===== src/rtl/fp32_dot_seq.sv =====
// fp32 dot-product sequencer: streams operand pairs into one accumulating MAC lane.
// Optional FP32_DOT_SEQ_PERF_EN adds a job-latency counter on perf_cycles.
module fp32_dot_seq #(
  parameter int LEN_W     = 16,
  parameter int ISSUE_GAP = 4
) (
  input  logic             clk,
  input  logic             rst_n,
  input  logic             job_valid,
  output logic             job_ready,
  input  logic [LEN_W-1:0] job_len,
  input  logic             op_valid,
  output logic             op_ready,
  input  logic [31:0]      op_a,
  input  logic [31:0]      op_b,
  output logic             mac_valid_in,
  output logic [31:0]      mac_a,
  output logic [31:0]      mac_b,
  output logic [31:0]      mac_c,
  output logic             mac_use_acc,
  output logic             mac_clr_acc,
  input  logic             mac_valid_out,
  input  logic [31:0]      mac_y,
  output logic             res_valid,
  input  logic             res_ready,
  output logic [31:0]      res_data,
  output logic [LEN_W-1:0] res_count,
  output logic             err
`ifdef FP32_DOT_SEQ_PERF_EN
  ,
  output logic [31:0]      perf_cycles
`endif
);

  localparam logic [2:0] S_IDLE  = 3'd0;
  localparam logic [2:0] S_CLEAR = 3'd1;
  localparam logic [2:0] S_ISSUE = 3'd2;
  localparam logic [2:0] S_DRAIN = 3'd3;
  localparam logic [2:0] S_DONE  = 3'd4;

  localparam logic [LEN_W-1:0] GAP_LD = LEN_W'(ISSUE_GAP - 1);
  localparam logic [LEN_W-1:0] ONE    = LEN_W'(1);

  logic [2:0]       state;
  logic [LEN_W-1:0] len_q;
  logic [LEN_W-1:0] issued;
  logic [LEN_W-1:0] outstanding;
  logic [LEN_W-1:0] gap;
  logic             issue;
  logic             ret;
  logic             last_ret;

  assign job_ready   = (state == S_IDLE);
  assign op_ready    = (state == S_ISSUE) && (gap == '0) && (issued < len_q);
  assign issue       = op_ready && op_valid;
  assign mac_valid_in = issue;
  assign mac_a       = issue ? op_a : '0;
  assign mac_b       = issue ? op_b : '0;
  assign mac_c       = '0;
  assign mac_use_acc = (state != S_IDLE);
  assign mac_clr_acc = (state == S_CLEAR);
  assign res_valid   = (state == S_DONE);
  assign ret         = mac_valid_out;
  assign last_ret    = ret && (outstanding == ONE);

  // A return with nothing in flight is flagged and never underflows the count.
  always_ff @(posedge clk or negedge rst_n) begin
    if (!rst_n) begin
      outstanding <= '0;
      err         <= 1'b0;
      gap         <= '0;
    end else begin
      if (ret && (outstanding == '0)) begin
        err <= 1'b1;
        if (issue) outstanding <= ONE;
      end else if (issue && !ret) begin
        outstanding <= outstanding + ONE;
      end else if (!issue && ret) begin
        outstanding <= outstanding - ONE;
      end
      if (issue) gap <= GAP_LD;
      else if (gap != '0) gap <= gap - ONE;
    end
  end

  always_ff @(posedge clk or negedge rst_n) begin
    if (!rst_n) begin
      state     <= S_IDLE;
      len_q     <= '0;
      issued    <= '0;
      res_data  <= '0;
      res_count <= '0;
    end else begin
      unique case (state)
        S_IDLE: begin
          if (job_valid) begin
            len_q  <= job_len;
            issued <= '0;
            if (job_len == '0) begin
              res_data  <= '0;
              res_count <= '0;
              state     <= S_DONE;
            end else begin
              state <= S_CLEAR;
            end
          end
        end
        S_CLEAR: state <= S_ISSUE;
        S_ISSUE: begin
          if (issue) begin
            issued <= issued + ONE;
            if (issued + ONE == len_q) state <= S_DRAIN;
          end
        end
        S_DRAIN: begin
          if (last_ret) begin
            res_data  <= mac_y;
            res_count <= len_q;
            state     <= S_DONE;
          end
        end
        S_DONE: if (res_ready) state <= S_IDLE;
        default: state <= S_IDLE;
      endcase
    end
  end

`ifdef FP32_DOT_SEQ_PERF_EN
  // Starts at 1 on accept so the value at res_valid equals accept-to-result cycles.
  always_ff @(posedge clk or negedge rst_n) begin
    if (!rst_n) begin
      perf_cycles <= '0;
    end else if ((state == S_IDLE) && job_valid) begin
      perf_cycles <= 32'd1;
    end else if ((state != S_IDLE) && (state != S_DONE)
                 && (perf_cycles != '1)) begin
      perf_cycles <= perf_cycles + 32'd1;
    end
  end
`endif

endmodule


===== config.mk =====
export PLATFORM = sky130hd
export DESIGN_NAME = fp32_dot_seq
export DESIGN_NICKNAME = d
export VERILOG_FILES = /design/src/rtl/fp32_dot_seq.sv
export SDC_FILE = /design/constraint.sdc
export NUM_CORES = 1
export LEC_CHECK = 0
export CORE_ASPECT_RATIO = 1.25
export CORE_MARGIN = 2
export CORE_UTILIZATION = 41
export DETAILED_ROUTE_END_ITERATION = 16
export HOLD_SLACK_MARGIN = 0.02
export PLACE_DENSITY = 0.78
export SYNTH_ARGS = -nofsm -noshare
export SYNTH_HDL_FRONTEND = slang
export SYNTH_SLANG_ARGS = --single-unit

===== constraint.sdc =====
create_clock -name clk -period 3.3 [get_ports clk]
set_clock_uncertainty 0.2 [all_clocks]
set_input_delay 0.66 -clock clk [delete_from_list [all_inputs] [get_ports clk]]
set_output_delay 0.66 -clock clk [all_outputs]
set_load 0.05 [all_outputs]

After elaboration in Yosys (flattened, before gate mapping)
Index checks and enable logic that the tools add are counted.
{ "totals": {"regBits": 116, "output_inout_bits": 151} }
{ "op_classes": {"addsub": 4, "n_lt_le_gt_ge": 1, "eq_ne": 13, "n_mux": 26, "n_reduce_logical": 24} }
{ "ops": {"columns": ["operator", "n"], "rows": [
  ["$mux 16", 11],
  ["$mux 32", 5],
  ["$pmux 16 s2", 2],
  ["$pmux 32 s2", 1],
  ["$logic_not 16->1", 3],
  ["$add 16x1->16 const B", 2],
  ["$sub 16x1->16 const B", 2],
  ["$mux 3", 6],
  ["$eq 16x1->1 const B", 1],
  ["$eq 16x16->1", 1],
  ["$lt 16x16->1", 1],
  ["$reduce_bool 16->1", 1],
  ["$pmux 3 s5", 1],
  ["$ne 2x2->1 const B", 4],
  ["$logic_and 1x1->1", 7],
  ["$eq 3x2->1 const B", 2],
  ["$ne 2x1->1 const B", 3],
  ["$reduce_bool 2->1", 3],
  ["$reduce_bool 3->1", 2],
  ["$reduce_and 5->1", 1],
  ["$reduce_and 2->1", 2],
  ["$reduce_and 4->1", 1],
  ["$eq 3x1->1 const B", 1],
  ["$eq 3x3->1 const B", 1],
  ["3 further kinds", 4]
]} }

Depth between registers and ports, before layout
{ "logic_depth": {"word_depth": 9, "ltp_mapped": 12, "depth_no_buf": 10} }

Worst setup path before layout
OpenSTA, ideal clock, no wires.
{ "synth_path": {"path_kind": "reg2out", "from": "reg gap[0]", "to": "out mac_b[22]", "arrival_time_ns": 2.998, "required_time_ns": 2.440, "setup_slack_ns": -0.558, "stages_incl_launch_ff": 9, "cell_sequence": "dfrtp_1 > inv_1 > ha_1 > nor3b_1 > nand4_1 > a2111oi_0 > nor4b_4 > clkbuf_1 > and3_1"} }
{ "synth_via": {"elab_chain_cells": 5} }
{ "synth_rtl": {"columns": ["element", "line_no", "source"], "rows": [
  ["start: declaration", "48", "logic [LEN_W-1:0] gap;"],
  ["start signal: assignment", "82", "else if (gap != '0) gap <= gap - ONE;"],
  ["$logic_not 16->1", "54", "assign op_ready = (state == S_ISSUE) && (gap == '0) && (issued < len_q);"],
  ["$logic_and 1x1->1 (2 in series)", "54", null],
  ["via op_ready", "13", "output logic op_ready,"],
  ["$logic_and 1x1->1", "55", "assign issue = op_ready && op_valid;"],
  ["$mux 32", "58", "assign mac_b = issue ? op_b : '0;"],
  ["end: declaration", "18", "output logic [31:0] mac_b,"]
]} }
The timed path passes the listed nets, and every way through them passes these cells.

Final worst setup path
{ "layout_path": {"from": "reg len_q[12]", "to": "out mac_b[24]"} }
{ "layout_via": {"elab_chain_cells": 4} }
{ "layout_rtl": {"columns": ["element", "line_no", "source"], "rows": [
  ["start: declaration", "45", "logic [LEN_W-1:0] len_q;"],
  ["start signal: assignment", "97", "len_q <= job_len;"],
  ["$lt 16x16->1", "54", null],
  ["$logic_and 1x1->1", "54", null],
  ["$logic_and 1x1->1", "55", null],
  ["$mux 32", "58", null]
]} }
No other way between the ends.

==> reports/results.ini <==
[sta]
rsz_0062_raised_after_global_routing=true
post-route-worst-setup-slack_ns=-0.495
finalHoldViolations=0
final_setup_violation_count=66
worst_relative_slew_slack_pct=56.1
min_period_over_period_pct=115
finalMaxSlewViolations=0
maxClockFrequency_ghz=0.263
final_period_minus_worst_setup_slack_ns=3.80
worst_slew_pin_slew_ns=0.659

[detailed_routing]
drt_first_iter_violations=968
count_of_nets_left_with_antenna_violations_after_detail_routing=0
drt_first_pass_iters=6
via_count=7979
route.detailed.drc=0
totalWireLength_um=27500
via_cell_ratio=5.69
wl_per_cell_um=19.6

[logic_synthesis]
dominantRegCellSynth=dfrtp_1
ys_async_sr_fraction_pct=100
synthesis.area_sq_mm=0.00727
synth-seq-cells=116
yosysTopAreaCellShare_pct=39.9
synth-warning-count=0
synth.avg_cell_area_sq_um=8.38
post_synth_edffs=0
synthesized_netlist_cell_count=868
synth_area_leader_cell=dfrtp_1
netlist-cell-type-count=62
synth_area_leaders=dfrtp_1, o21ai_0, and3_1, nand3_1, inv_1
synthMostInstantiatedCell=dfrtp_1
post_synth_most_frequent_cells=dfrtp_1, o21ai_0, inv_1, and3_1, nand2_1
synth.yosys.seq_area_share_pct=39.9

[floorplan]
die-area_sq_mm=0.0188
floorplan.io_pins=269
die_height_um=153
placeableCoreArea_sq_mm=0.0174
number_of_placement_rows=54
start_util_pct=41.7
floorplan.die.width_um=123

[worst_setup_path]
critPathBufInv=6
timing.setup.critical_path_class=flop to output pin
critPathCaptureType=output pin
timing.critical_path.fanout_max=11
cp-start-kind=flop
critPathLaunch=len_q[12]$_DFFE_PN0P_
r2r_start=len_q[12]$_DFFE_PN0P_
cp.required_ns=2.44
worst_path_slowest_cell=a2111oi_4
cp.arrival_ns=2.94
worst_path_dominant_cell_family=buffers and inverters
critical-path-top-cell-by-count=buf_12
worstPathCellList=inv_1 > ha_1 > nand4_1 > buf_6 > a2111oi_4 > nor4b_4 > buf_4 > buf_12 > buf_12 > and3_2 > buf_12
delay_of_the_slowest_cell_on_the_worst_path_ns=0.41

[power]
power.density_mw_per_mm2=413
power_report.internal_total_w=0.00331
seq_power_share_pct=38.3
power.switching_fraction_pct=34.6
power.switching_w=0.00175
power_frac_comb_pct=27.2
power_frac_clock_pct=34.5
vdd_drop_max_mv=0.366
static_leakage_nw=5.33

[clock_network]
h-tree-depth=4
cts_buffer_depth=2
clkSlewWorstSetupHoldPaths_ns=0.06
root_buffer=clkbuf_16
tritoncts_num_sinks=116
cts_buffers=17
cts_tree=done
clock_insertion_delay_worst_skew_ns=0.42

[final_layout]
flow.area_growth_from_synthesis_pct=68.5
post_route_cells_drive_above_1_share_pct=27.5
ff_latch_area_sq_mm=0.00291
fillCellCount=1186
final_core_util_pct=70.3
layout.nets=1305
multi_input_logic_area_sq_mm=0.00429
stdcell_area_sq_mm=0.0123

[worst_hold_path]
min_path_type=input pin to asynchronous set/reset pin

[placed_design]
placement.setup.worst_slack_ns=-0.0147
place.detailed.hpwl_um=18000
placedInstanceArea_sq_mm=0.0109
place_congestion=0.916
io_buffers=236

[global_route]
first_pass_grt_wire_length_um=41000
number_of_antenna_violations_at_the_first_check_in_global_routing=1
vias_in_the_first_global_route=8005
grtUsageTotal_pct=27.7
globalRouteOverflowTotal=0
grt_max_degree=70

[run_status]
failed_checks=setup timing
status=finished with violations

[job]
max-cap-violations=0

[flip-flops by register name (all words and copies together), names as in the netlist]
signal       count
res_data        32
gap             16
issued          16
len_q           16
outstanding     16
res_count       16
state            3
err              1
[cell usage in the layout (no fill, tap or decap), types with 4 or more instances in the layout]
| cell | n |
|---|---|
| and3_1 | 10 |
| xor2_1 | 15 |
| nand2_1 | 62 |
| nor3_1 | 20 |
| or3_1 | 4 |
| conb_1 | 32 |
| inv_2 | 10 |
| and3_2 | 11 |
| a21o_1 | 6 |
| clkbuf_16 | 20 |
| xnor2_1 | 22 |
| and4_1 | 4 |
| clkdlybuf4s50_1 | 168 |
| nor2_2 | 5 |
| o21ai_0 | 92 |
| nor3b_1 | 5 |
| inv_6 | 7 |
| a211oi_1 | 6 |
| o31ai_1 | 13 |
| ha_4 | 10 |
| inv_1 | 65 |
| and3_4 | 53 |
| nand3_1 | 61 |
| buf_6 | 4 |
| nor2_1 | 39 |
| a21oi_1 | 18 |
| buf_4 | 84 |
| nor4_1 | 17 |
| a31oi_1 | 13 |
| nand4_1 | 13 |
| ha_1 | 12 |
| dfrtp_1 | 113 |
| mux2_2 | 4 |
| buf_12 | 72 |
| o21a_1 | 4 |
| and2_1 | 8 |
[power groups by stage]
stage	clock network, W	logic [W]	registers, W
final	0.00175	0.00138	0.00194
after global routing	0.00182	0.00149	0.00196
after CTS	0.00175	0.00128	0.00191
after detailed placement	0	0.00100	0.00193
after global placement	0	0.000961	0.00192
after floorplan	0	0.000709	0.00184
[path summary, 6_finish.rpt]
path	slack (ns)	end	cells past startpoint
worst max-delay path	-0.50	mac_b[24]	11
worst min register to register	0.29	err$_DFFE_PN0P_	1
worst max register to register	0	outstanding[8]$_DFFE_PN0P_	13
min in group clk	0.29	err$_DFFE_PN0P_	1
worst min-delay path	0.07	res_count[10]$_DFFE_PN0P_	1
max in group asynchronous	1.99	gap[10]$_DFFE_PN0P_	2
[per-layer routing]
| layer | global-route usage (%) | part of all wire [%] | vias up |
|---|---|---|---|
| met4 | 12.3 | 5.2 | 2 |
| met2 | 48.7 | 51 | 503 |
| met5 | 0 | 0.047 | - |
| met3 | 9.63 | 10 | 114 |
| li1 | - | - | 3589 |
| met1 | 29.2 | 34 | 3771 |
[layout make-up]
class                           instances  share of cell area [%]
Multi-Input combinational cell        619                    35.0
Timing Repair Buffer                  335                    32.1
Sequential cell                       116                    23.7
Clock buffer                           18                    3.58
Inverter                               76                    2.35
Tap cell                              224                    2.29
Clock inverter                         14                   0.960
Antenna cell                            1                  0.0204
[what timing repair did]
action	4_1_cts	5_1_grt
hold buffers	0	0
buffers inserted	33	10
gates cloned	2	5
setup endpoints to repair	67	88
hold endpoints to repair	0	0
resized for setup	51	49
pin swaps	19	25
[cell families after synthesis]
logic type / Yosys count / synth area share, %
AOI/OAI and AO/OA: 177 / 14.5
muxes: 4 / 0.619
DFF: 116 / 39.9
other: 1 / 0.0516
and+or+nand+nor: 346 / 26.2
adders and majority gates: 22 / 3.78
buffers and inverters: 164 / 10.4
xor gates and xnor gates: 38 / 4.58
[stage by stage]
stage                     TNS (ns)  hold WS, ns  cells  power [W]
after floorplan            -0.0403        0.164    899    0.00255
after global placement           0        0.258   1327    0.00288
after detailed placement    -0.160        0.271   1327    0.00293
after CTS                   -19.76       0.0862   1393    0.00494
after global routing        -36.53        0.115   1402    0.00528
final                       -30.36       0.0674   1403    0.00506
No activity file was read; power rests on OpenSTA's default activity.
